$ cat src/rtl/up_counter_pkg.sv
// Shared defaults and the increment/wrap rule for the modulo-N up counter.
package up_counter_pkg;

    localparam int unsigned DEF_WIDTH = 4;
    localparam int unsigned DEF_MAX   = 15;
    localparam int unsigned DEF_RESET = 0;

    // Values above max are treated as terminal, so an out-of-range count recovers to 0 on the next edge.
    function automatic logic [31:0] next_count(input logic [31:0] cur, input logic [31:0] max);
        return (cur >= max) ? 32'd0 : cur + 32'd1;
    endfunction

endpackage

$ cat src/rtl/up_counter_next.sv
// Combinational next-count and terminal-detect logic for up_counter_mod.
// With COUNTER_TC_EN defined, also flags when the next count is the terminal value.
module up_counter_next
    import up_counter_pkg::*;
#(
    parameter int unsigned WIDTH   = DEF_WIDTH,
    parameter int unsigned MAX_VAL = DEF_MAX
) (
    input  logic [WIDTH-1:0] count,
    output logic [WIDTH-1:0] next
`ifdef COUNTER_TC_EN
    ,
    output logic             next_tc
`endif
);

    localparam logic [WIDTH-1:0] MAX_W = WIDTH'(MAX_VAL);

    assign next = WIDTH'(next_count(32'(count), MAX_VAL));

`ifdef COUNTER_TC_EN
    // Looking at the next value lets tc come straight from a flop alongside count.
    assign next_tc = (next == MAX_W);
`endif

endmodule

$ cat src/rtl/up_counter_mod.sv
// Free-running modulo-(MAX_VAL+1) up counter with asynchronous active-low reset.
// Optional registered terminal-count output tc is enabled by defining COUNTER_TC_EN.
module up_counter_mod
    import up_counter_pkg::*;
#(
    parameter int unsigned WIDTH     = DEF_WIDTH,
    parameter int unsigned MAX_VAL   = DEF_MAX,
    parameter int unsigned RESET_VAL = DEF_RESET
) (
    input  logic             clk,
    input  logic             resetn,
    output logic [WIDTH-1:0] count
`ifdef COUNTER_TC_EN
    ,
    output logic             tc
`endif
);

    if (WIDTH < 1 || WIDTH > 32
        || (64'(MAX_VAL) > ((64'd1 << WIDTH) - 64'd1))
        || RESET_VAL > MAX_VAL) begin : g_bad_params
        $error("up_counter_mod: illegal WIDTH/MAX_VAL/RESET_VAL combination");
    end

    localparam logic [WIDTH-1:0] RESET_W = WIDTH'(RESET_VAL);

    logic [WIDTH-1:0] next;

`ifdef COUNTER_TC_EN
    localparam logic RESET_TC = (RESET_VAL == MAX_VAL);

    logic next_tc;

    up_counter_next #(
        .WIDTH   (WIDTH),
        .MAX_VAL (MAX_VAL)
    ) u_next (
        .count   (count),
        .next    (next),
        .next_tc (next_tc)
    );

    always_ff @(posedge clk or negedge resetn) begin
        if (!resetn) begin
            tc <= RESET_TC;
        end else begin
            tc <= next_tc;
        end
    end
`else
    up_counter_next #(
        .WIDTH   (WIDTH),
        .MAX_VAL (MAX_VAL)
    ) u_next (
        .count (count),
        .next  (next)
    );
`endif

    // NOTE: non-blocking assignment keeps every flop sampling pre-edge values, so readers in other processes see no race.
    always_ff @(posedge clk or negedge resetn) begin
        if (!resetn) begin
            count <= RESET_W;
        end else begin
            count <= next;
        end
    end

endmodule

$ cat config.mk
export PLATFORM = sky130hd
export DESIGN_NAME = up_counter_mod
export DESIGN_NICKNAME = d
export VERILOG_FILES = /design/src/rtl/up_counter_pkg.sv /design/src/rtl/up_counter_next.sv /design/src/rtl/up_counter_mod.sv
export SDC_FILE = /design/constraint.sdc
export NUM_CORES = 1
export LEC_CHECK = 0
export ABC_AREA = 1
export CORE_AREA = 3 3 40 42
export CTS_CLUSTER_SIZE = 20
export DETAILED_ROUTE_END_ITERATION = 12
export DIE_AREA = 0 0 43 45
export DONT_BUFFER_PORTS = 1
export PLACE_DENSITY = 0.35
export SLEW_MARGIN = 20
export SYNTH_ARGS = -nofsm -noshare
export SYNTH_HDL_FRONTEND = slang
export SYNTH_SLANG_ARGS = --single-unit
$ cat constraint.sdc
create_clock -name clk -period 0.85 [get_ports clk]
set_input_delay 0.1275 -clock clk [delete_from_list [all_inputs] [get_ports clk]]
set_output_delay 0.1275 -clock clk [all_outputs]
set_load 0.05 [all_outputs]
==> results of run 1 <==
-- worst paths after layout --
kind                                    startpoint                  to  depth (start not counted)  slack (ns)
worst max-delay path            count[0]$_DFF_PN0_            count[0]                          1       -0.12
worst min-delay path                        resetn  count[2]$_DFF_PN0_                          1        0.17
worst max register to register  count[0]$_DFF_PN0_  count[0]$_DFF_PN0_                          4       -0.06
worst min register to register  count[1]$_DFF_PN0_  count[1]$_DFF_PN0_                          1        0.56
max in group asynchronous                   resetn  count[0]$_DFF_PN0_                          1        0.47
min in group clk                count[1]$_DFF_PN0_  count[1]$_DFF_PN0_                          1        0.56
-- through the flow --
step	hold slack, ns	setup WS [ns]
after floorplan	-0.168	-0.205
after global placement	-0.168	-0.0179
after detailed placement	-0.168	-0.0418
after CTS	0.161	-0.132
after global routing	0.165	-0.157
final	0.173	-0.123
-- metal layers --
metal  part of all wire [%]  routed length, um  vias up  GRT usage (%)
li1                       -                  -       71              -
met1                     43                160       74           5.10
met2                     44                164        8           6.59
met3                     14                 52        0           5.98
met4                      0                  0        0           1.81
met5                      0                  0        -              0
-- what timing repair did --
item	in CTS	in global routing
setup buffers	2	1
endpoints found under the setup margin	7	7
hold buffers	1	0
pin swaps	2	1
cloned	0	0
resized for setup	5	1
endpoints found under the hold margin	4	0
-- kinds of logic (layout without fill, tap and decap cells) --
kind of cell | count (synthesis) | after routing | synth area share, %
AO/OA/AOI/OAI | 1 | 1 | 4.62
XOR/XNOR | 1 | 1 | 5.39
adder cells (fa/ha/maj) | 1 | 1 | 7.69
buffers and inverters | 2 | 15 | 4.62
flip-flops | 4 | 4 | 61.5
AND/OR/NAND/NOR | 5 | 5 | 16.2
-- layout make-up --
class                   count  area, sq um
repair buffers              9         85.1
multi-input cells           8         77.6
inverters                   2         7.51
fillers                   140          966
flip-flops and latches      4          104
well taps                  15         18.8
clock buffers               4         26.3
-- cells in the final DEF (no fill, tap or decap) --
master         instances
buf_4                  4
buf_6                  4
clkbuf_1               1
clkbuf_4               3
dfrtp_1                1
dfrtp_2                3
dlygate4sd3_1          1
ha_4                   1
inv_1                  2
nand2_1                1
nand2_2                1
nand3_2                2
nand4_1                1
o21bai_1               1
xor2_1                 1
-- power by group --
part           switching (W)  internal, W
clock              0.0000919     0.000177
sequential                 0     0.000191
combinational     0.00000403   0.00000317
total              0.0000960     0.000371
==> run_results.csv, run 1 <==
group,metric,value,unit
outcome,outcome,"finished with violations",
outcome,violations,"setup timing",
hold_path,hp-class,"input pin to async pin",
logic_synthesis,post-synth-top-area-cell,"dfrtp_1",
sta,finClkSkew,0.00275,ns
cells_and_area,fin_cells,42,
job,max-cap-violations,0,
logic_synthesis,syn_area,163,sq um
floorplanning,dieArea,1940,sq um
cells_and_area,n_antenna_cell,0,
sta,period_needed,0.973,ns
cts,cts_tree,"done",
power_and_ir_drop,p_leak,0.151,nW
cts,cts_root_buffer,"clkbuf_4",
sta,tns,-0.424,ns
routing,drc,0,
cts,cts_buffer_depth,2,
setup_path,crit_required,0.72,ns
setup_path,path_delay_family,"flip-flops",
cells_and_area,stdcell_area,319,sq um
sta,rsz0062_at_grt,"yes",
global_route,grt_pass1_wl,614,um
global_route,antenna_found_initial,0,
logic_synthesis,synthCells,14,
sta,worst_pin_slew,0.219,ns
setup_path,crit_arrival,0.85,ns
cts,cts.clk_slew.worst_paths,0.04,ns
logic_synthesis,avgSynthCellArea,11.6,sq um
setup_path,crit_path_end_kind,"output port",
placement,port_buffers,0,
logic_synthesis,synth.area.top_cells,"dfrtp_1 (62%), ha_1 (7.7%), nand3_1 (6.2%)",
floorplanning,rows,13,
logic_synthesis,ys_ff_latch,4,
global_route,grt_pass1_vias,162,
setup_path,start_kind,"register",
floorplanning,die_h,45,um
sta,maxSlewViolCount,0,
floorplanning,fp.dieW,43,um
logic_synthesis,synth_ff_type,"dfrtp_1",
placement,place_inst,34,
logic_synthesis,syn_nets,17,
global_route,grtUsageTotal,5.09,%
setup_path,critPathMaxFanout,4,
placement,placed_cell_area,235,sq um
cells_and_area,largest-register,"count",
cells_and_area,syn2layout_area_growth,96.2,%
global_route,grt_max_degree,6,
cells_and_area,top_regs,"count (4)",
sta,period_share,114,%
cells_and_area,final_core_util,24.8,%
cells_and_area,largest_reg_flops,4,
cells_and_area,num-nets-final,31,
placement,gp_congestion,0.540,
sta,fin_ws,-0.123,ns
routing,drt_iter0_markers,0,
logic_synthesis,ys_top_cells_by_count,"dfrtp_1 (4), inv_1 (2), nand3_1 (2)",
floorplanning,core,1280,sq um
power_and_ir_drop,ir_drop,0.000608,V
power_and_ir_drop,cellPowerDensity,1460,nW/um^2
routing,wirelength,376,um
routing,antenna_left,0,
global_route,grt_overflow,0,
setup_path,slowest_delay,0.44,ns
logic_synthesis,async_flop_share,100,%
logic_synthesis,synth_edf_count,0,
routing,avgRoutedWirePerCell,8.95,um
sta,setup_viol,7,
sta,finalHoldViolCount,0,
routing,routed_via_density,3.64,
routing,vias,153,
setup_path,crit_buf_inv,1,
cells_and_area,drive_gt1_share,66.7,%
sta,timing.fmax,1.03,GHz
setup_path,crit_chain,"buf_6",
floorplanning,start_util,12.7,%
logic_synthesis,synth_warnings,0,
routing,firstDrtPassIters,1,
cts,cts_sinks,4,
sta,maxSlewHeadroom,85.4,%
logic_synthesis,yosysMostFrequentCell,"dfrtp_1",
power_and_ir_drop,power,0.000467,W
logic_synthesis,synth_cell_types,9,
cts,clock_latency,0.24,ns
setup_path,cp_slowest_cell,"dfrtp_2",
cts,cts_buffers,3,
setup_path,critPathKind,"register to output port",
logic_synthesis,synth-seq-area-share,61.5,%
floorplanning,io_pins,6,
cts,cts_max_level,1,
logic_synthesis,synth_top_area_share,61.5,%
No activity file was read; power rests on OpenSTA's default activity.
==> inputs of run 2 (changes only) <==
--- a/config.mk
+++ b/config.mk
@@ -7,6 +7,7 @@
 export LEC_CHECK = 0
 export ABC_AREA = 1
 export CORE_AREA = 3 3 40 42
+export CTS_BUF_LIST = sky130_fd_sc_hd__clkbuf_16
 export CTS_CLUSTER_SIZE = 20
 export DETAILED_ROUTE_END_ITERATION = 12
 export DIE_AREA = 0 0 43 45
==> run 2 against run 1 <==
The run still ends with setup timing left; setup slack improved by 0.014 ns; register-to-register slack about the same; wire length rose by 2.1%; sequential share of layout area is 4.6 points lower; cell area up 16%; combinational power is essentially flat; clock skew down 0.0022 ns; flip-flop and latch count did not move; largest cell class unchanged.
==> run_results.csv, run 2 (same netlist as run 1, synthesis figures left out) <==
group,metric,value,unit
global_route,grtUsageTotal,5.68,%
routing,wirelength,384,um
power_and_ir_drop,power,0.000952,W
global_route,grt_overflow,0,
sta,tns,-0.352,ns
power_and_ir_drop,ir_drop,0.000964,V
global_route,grt_pass1_wl,662,um
sta,rsz0062_at_grt,"yes",
setup_path,crit_path_end_kind,"output port",
routing,firstDrtPassIters,2,
setup_path,critPathMaxFanout,4,
sta,period_needed,0.959,ns
cells_and_area,drive_gt1_share,66.7,%
setup_path,crit_buf_inv,1,
floorplanning,start_util,12.7,%
cts,cts_tree,"done",
routing,drt_iter0_markers,2,
placement,gp_congestion,0.540,
cts,cts_root_buffer,"clkbuf_16",
cells_and_area,largest-register,"count",
cts,cts_max_level,1,
global_route,antenna_found_initial,0,
routing,vias,152,
setup_path,crit_arrival,0.83,ns
setup_path,start_kind,"register",
hold_path,hp-class,"input pin to async pin",
setup_path,crit_chain,"buf_6",
sta,whs,0.189,ns
cts,cts.clk_slew.worst_paths,0.03,ns
sta,maxSlewHeadroom,85.4,%
cells_and_area,num-nets-final,31,
floorplanning,core,1280,sq um
sta,worst_pin_slew,0.218,ns
sta,period_share,113,%
cts,cts_buffer_depth,2,
placement,placed_cell_area,235,sq um
floorplanning,io_pins,6,
placement,port_buffers,0,
global_route,grt_pass1_vias,166,
sta,finalHoldViolCount,0,
setup_path,critPathKind,"register to output port",
sta,finClkSkew,0.000568,ns
cells_and_area,n_fill_cell,138,
setup_path,path_delay_family,"flip-flops",
cells_and_area,n_antenna_cell,0,
routing,avgRoutedWirePerCell,9.14,um
routing,routed_via_density,3.62,
cells_and_area,stdcell_area,372,sq um
floorplanning,fp.dieW,43,um
sta,maxSlewViolCount,0,
floorplanning,die_h,45,um
sta,timing.fmax,1.04,GHz
power_and_ir_drop,cellPowerDensity,2560,nW/um^2
power_and_ir_drop,p_leak,0.178,nW
sta,setup_viol,7,
routing,antenna_left,0,
cts,cts_buffers,3,
floorplanning,rows,13,
cts,clock_latency,0.23,ns
cells_and_area,top_regs,"count (4)",
sta,fin_ws,-0.109,ns
cells_and_area,largest_reg_flops,4,
cells_and_area,layout_common_cells,"buf_6 (4), buf_4 (4), inv_1 (3), clkbuf_16 (3), dfrtp_2 (3)",
setup_path,slowest_delay,0.44,ns
outcome,violations,"setup timing",
outcome,outcome,"finished with violations",
setup_path,crit_required,0.72,ns
global_route,grt_max_degree,6,
setup_path,cp_slowest_cell,"dfrtp_2",
cells_and_area,syn2layout_area_growth,128,%
floorplanning,dieArea,1940,sq um
routing,drc,0,
placement,pre_cts_ws,-0.0418,ns
cts,cts_sinks,4,
job,max-cap-violations,0,
==> run 2: cell count changes in the layout (fill, tap and decap cells not counted) <==
cell	previous run	this run
inv_1	2	3
clkbuf_1	1	0
clkbuf_4	3	0
clkbuf_16	0	3
==> run 2: final cells by class <==
class / count / area [sq um] / area share [%]
clock buffer: 3 / 75.1 / 20.2
clock inverter: 1 / 3.75 / 1.01
inverter: 2 / 7.51 / 2.02
multi-input combinational: 8 / 77.6 / 20.9
sequential: 4 / 104 / 27.9
tap: 15 / 18.8 / 5.05
timing repair buffer: 9 / 85.1 / 22.9
==> run 2: through the flow <==
step           util (%)  cells
5_1_grt            28.9     42
6_report           28.9     42
3_3_place_gp       18.3     34
4_1_cts            27.9     41
2_1_floorplan         -     14
3_5_place_dp       18.3     34
==> run 2: power by group <==
part	switching, W	total, W	internal, W
sequential	0	0.000192	0.000192
clock	0.000145	0.000753	0.000608
combinational	0.00000400	0.00000717	0.00000317
total	0.000149	0.000952	0.000803
==> run 2: final timing paths <==
path	from	endpoint	slack (ns)	cells after the start
max in group asynchronous	resetn	count[0]$_DFF_PN0_	0.46	1
min reg2reg	count[1]$_DFF_PN0_	count[1]$_DFF_PN0_	0.56	1
min	resetn	count[2]$_DFF_PN0_	0.19	1
max	count[0]$_DFF_PN0_	count[0]	-0.11	1
max reg2reg	count[0]$_DFF_PN0_	count[0]$_DFF_PN0_	-0.06	4
min in group clk	count[1]$_DFF_PN0_	count[1]$_DFF_PN0_	0.56	1
==> run 2: timing repair <==
item	4_1_cts	5_1_grt
gates cloned	0	0
setup buffers	2	1
gates resized for setup	5	1
hold endpoints to repair	4	0
pin swaps	2	1
hold buffers	1	0
setup endpoints to repair	7	7
==> run 2: routing by layer <==
layer  up-vias  wire, um  track usage, %
met5         -         0               0
met4         0        10            5.42
met3         2        54            5.98
met2         8       159            6.89
met1        70       159            5.10
li1         72         -               -
==> RTL change 1: new RTL, flow settings as in run 1 <==
Change the package constant `DEF_WIDTH` from 4 to 5.
--- a/src/rtl/up_counter_pkg.sv
+++ b/src/rtl/up_counter_pkg.sv
@@ -1,7 +1,7 @@
 // Shared defaults and the increment/wrap rule for the modulo-N up counter.
 package up_counter_pkg;
 
-    localparam int unsigned DEF_WIDTH = 4;
+    localparam int unsigned DEF_WIDTH = 5;
     localparam int unsigned DEF_MAX   = 15;
     localparam int unsigned DEF_RESET = 0;
 
Ports: changed (resized count); port bits go from 6 to 7. The function was not compared with the original's and may differ.
==> RTL change 1 against run 1 <==
Largest cell class is now buffers; area after synthesis up 37%; global-route usage rose by 3.2 points; final area grew 45%; non-clock buffer count is 5 higher; the flow still finishes with violations (setup timing); power rose by 11%; first-iteration DRC count unchanged; sequential cell count rose by 1; die area unchanged; setup slack got worse by 240 ps; routed wire length increased by 52%.
==> RTL change 1: results (changes against run 1) <==
\begin{tabular}{lr}
\hline
Metric & Value \\
\hline
\multicolumn{2}{l}{\textbf{Outcome}} \\
\quad Status & finished, violations left (unchanged) \\
\quad Failing checks & setup timing (unchanged) \\
\multicolumn{2}{l}{\textbf{Placed design}} \\
\quad Placed cell count & 49 (was 34) \\
\quad Placement-stage cell area & 332.8 um2 (was 235.2 um2) \\
\multicolumn{2}{l}{\textbf{GRT}} \\
\quad Global-route wire length before repair & 1097 um (was 614 um) \\
\quad Tot GR Track Use & 0.08278 (was 0.05092) \\
\multicolumn{2}{l}{\textbf{STA}} \\
\quad Max-slew headroom at the worst pin & 0.8433 (was 0.8536) \\
\quad Total of endpoints with negative setup slack in the final report & 9 (was 7) \\
\quad Final critical-path setup slack & -365.1 ps (was -122.8 ps) \\
\multicolumn{2}{l}{\textbf{Finish}} \\
\quad Design area & 462.9 um2 (was 319.1 um2) \\
\quad Final layout net count & 47 (was 31) \\
\multicolumn{2}{l}{\textbf{Logic synthesis}} \\
\quad Average cell area after synthesis & 9.280 um2 (was 11.62 um2) \\
\quad Most common library cells after synthesis & sky130\_fd\_sc\_hd\_\_nor2\_1 (7), sky130\_fd\_sc\_hd\_\_dfrtp\_1 (5), sky130\_fd\_sc\_hd\_\_inv\_1 (4) (was sky130\_fd\_sc\_hd\_\_dfrtp\_1 (4), sky130\_fd\_sc\_hd\_\_inv\_1 (2), sky130\_fd\_sc\_hd\_\_nand3\_1 (2)) \\
\quad Post-synth net total & 28 (was 17) \\
\multicolumn{2}{l}{\textbf{Worst setup path}} \\
\quad Crit Reg-Reg Endpoint & count[3]\$\_DFF\_PN0\_ (was count[0]\$\_DFF\_PN0\_) \\
\quad Slowest stage delay, CP & 420 ps (was 440 ps) \\
\multicolumn{2}{l}{\textbf{Routing}} \\
\quad Post-detailed-route via-to-cell ratio & 3.842 (was 3.643) \\
\multicolumn{2}{l}{\textbf{Power and ir drop}} \\
\quad Power in combinational cells & 0.00000755 W (was 0.00000720 W) \\
\quad Peak supply drop & 0.6156 mV (was 0.6076 mV) \\
\quad Power dissipated in sequential cells & 0.000239 W (was 0.000191 W) \\
\hline
\end{tabular}
RTL change 1: how the worst max path moves through the flow:
stage | to | cells past startpoint
after floorplan | count[2]$_DFF_PN0_ | 7
after global placement | count[1]$_DFF_PN0_ | 7
after detailed placement | count[4]$_DFF_PN0_ | 7
after CTS | count[4]$_DFF_PN0_ | 7
after global routing | count[4]$_DFF_PN0_ | 7
final | count[3]$_DFF_PN0_ | 7
RTL change 1: kinds of logic after synthesis:
group,Yosys count,share of synthesized area
XOR/XNOR,1,0.03933
AND/OR/NAND/NOR,12,0.2191
buffers and inverters,4,0.06740
adder cells (fa/ha/maj),2,0.1123
flip-flops,5,0.5618
RTL change 1: timing repair:
item                       4_1_cts  5_1_grt
hold buffers                     1        0
gates cloned                     0        0
setup buffers                    2        1
setup endpoints to repair       10       10
resized for setup               14        7
pin swaps                        6        8
hold endpoints to repair         5        0
RTL change 1: layer usage:
metal / vias up / share of wire / GRT usage
li1: 110 / - / -
met1: 104 / 0.38 / 0.07561
met3: 0 / 0.073 / 0.06375
met5: - / 0 / 0
met4: 0 / 0 / 0.03614
met2: 5 / 0.55 / 0.1377
RTL change 1: layout make-up:
| type | instances | area share |
|---|---|---|
| Timing Repair Buffer | 14 | 0.3270 |
| Sequential cell | 5 | 0.2784 |
| Multi-Input combinational cell | 15 | 0.2649 |
| Clock buffer | 4 | 0.05676 |
| Tap cell | 15 | 0.04054 |
| Inverter | 4 | 0.03243 |
RTL change 1: through the flow:
stage / hold WS [ps] / power, W
after floorplan: -168.1 / 0.0002424
after global placement: -167.9 / 0.0002424
after detailed placement: -167.9 / 0.0002424
after CTS: 182.8 / 0.0005335
after global routing: 188.0 / 0.0005538
final: 176.6 / 0.0005201
==> RTL change 2: new RTL, config.mk and constraints of run 1 <==
Without the edit above. The option `COUNTER_TC_EN` is turned on by a define.
--- a/src/rtl/up_counter_next.sv
+++ b/src/rtl/up_counter_next.sv
@@ -1,5 +1,7 @@
 // Combinational next-count and terminal-detect logic for up_counter_mod.
 // With COUNTER_TC_EN defined, also flags when the next count is the terminal value.
+`define COUNTER_TC_EN
+
 module up_counter_next
     import up_counter_pkg::*;
 #(
Function (old outputs only; new: tc): kept (Yosys induction, for registers that start in step).
==> RTL change 2 against run 1 <==
The run still ends with setup timing left; via count increased by 36%; sequential cell count up 1; final cell count up 21%; power increased by 14%; final area up 28%; hold slack gained 9.0 ps; setup slack worse by 100 ps; sequential share of layout area shrank 1.4 points; routed wire length up 59%; area after synthesis up 33%; register-to-register slack got worse by 160 ps; core utilization up 7.0 points; critical endpoint is now count[2]$_DFF_PN0_.
==> RTL change 2: results (changes against run 1) <==
\begin{tabular}{lr}
\hline
Metric & Value \\
\hline
\multicolumn{2}{l}{\textbf{Outcome}} \\
\quad Status & finished, violations left (unchanged) \\
\quad Failing checks & setup timing (unchanged) \\
\multicolumn{2}{l}{\textbf{STA}} \\
\quad Final total negative setup slack & -1335 ps (was -424.5 ps) \\
\quad Final critical-path setup slack & -224.1 ps (was -122.8 ps) \\
\quad Skew final & 7.734 ps (was 2.746 ps) \\
\quad Worst hold slack & 182.1 ps (was 173.1 ps) \\
\quad Total of endpoints with negative setup slack in the final report & 10 (was 7) \\
\quad Max-slew headroom at the worst pin & 0.8248 (was 0.8536) \\
\multicolumn{2}{l}{\textbf{Finish}} \\
\quad Multi-input gate area & 105.1 um2 (was 77.57 um2) \\
\quad Final layout net count & 41 (was 31) \\
\quad Largest registers & count (4), tc (1) (was count (4)) \\
\quad Share of post-route cells with drive strength above 1 & 0.5556 (was 0.6667) \\
\quad Filler cells & 136 (was 140) \\
\multicolumn{2}{l}{\textbf{Worst setup path}} \\
\quad Destination of the critical timing path & count[2]\$\_DFF\_PN0\_ (was count[0]) \\
\quad Worst reg2reg path depth & 3 (was 4) \\
\quad Arrival time at the worst endpoint & 1210 ps (was 850 ps) \\
\multicolumn{2}{l}{\textbf{GRT}} \\
\quad Fraction of met1 tracks used by global routing & 0.06863 (was 0.05097) \\
\quad Global-route wire length before repair & 1000 um (was 614 um) \\
\quad Vias in the first global route & 218 (was 162) \\
\multicolumn{2}{l}{\textbf{Routing}} \\
\quad Met2 routed WL & 330 um (was 164 um) \\
\quad Iteration-0 DRC count of the detailed router & 2 (was 0) \\
\multicolumn{2}{l}{\textbf{Logic synthesis}} \\
\quad Post-synthesis compound-gate area fraction & 0.04624 (was 0.04615) \\
\quad Cells taking the most area after synthesis & sky130\_fd\_sc\_hd\_\_dfrtp\_1 (58\%), sky130\_fd\_sc\_hd\_\_ha\_1 (12\%), sky130\_fd\_sc\_hd\_\_nand3\_1 (6.9\%), sky130\_fd\_sc\_hd\_\_inv\_1 (6.9\%), sky130\_fd\_sc\_hd\_\_nand2\_1 (3.5\%) (was sky130\_fd\_sc\_hd\_\_dfrtp\_1 (62\%), sky130\_fd\_sc\_hd\_\_ha\_1 (7.7\%), sky130\_fd\_sc\_hd\_\_nand3\_1 (6.2\%), sky130\_fd\_sc\_hd\_\_xor2\_1 (5.4\%), sky130\_fd\_sc\_hd\_\_inv\_1 (4.6\%)) \\
\multicolumn{2}{l}{\textbf{Power and ir drop}} \\
\quad Power in combinational cells & 0.00000811 W (was 0.00000720 W) \\
\multicolumn{2}{l}{\textbf{Placed design}} \\
\quad Routability congestion estimate & 0.6932 (was 0.5403) \\
\hline
\end{tabular}
==> RTL change 2: critical path: stages, from the launching register on <==
cell                      delay [ps]
sky130_fd_sc_hd__dfrtp_2         440
sky130_fd_sc_hd__ha_4            170
sky130_fd_sc_hd__or2_1           210
sky130_fd_sc_hd__and2_1          140
==> RTL change 2: kinds of logic (layout without fill, tap and decap cells) <==
| family | Yosys count | in the layout |
|---|---|---|
| and+or+nand+nor | 8 | 8 |
| DFF | 5 | 5 |
| buffers and inverters | 4 | 19 |
| adders and majority gates | 2 | 2 |
| AOI/OAI and AO/OA | 2 | 2 |
==> RTL change 2: area by class of cell <==
type,count,area share
clock buffers,4,0.06422
inverters,4,0.03670
multi-input cells,12,0.2569
flip-flops and latches,5,0.3119
well taps,15,0.04587
repair buffers,11,0.2844
==> RTL change 2: repair_timing <==
item,4_1_cts,5_1_grt
resized for setup,9,1
pin swaps,5,2
endpoints found under the hold margin,5,0
hold buffers,1,0
setup endpoints to repair,10,10
setup buffers,3,0
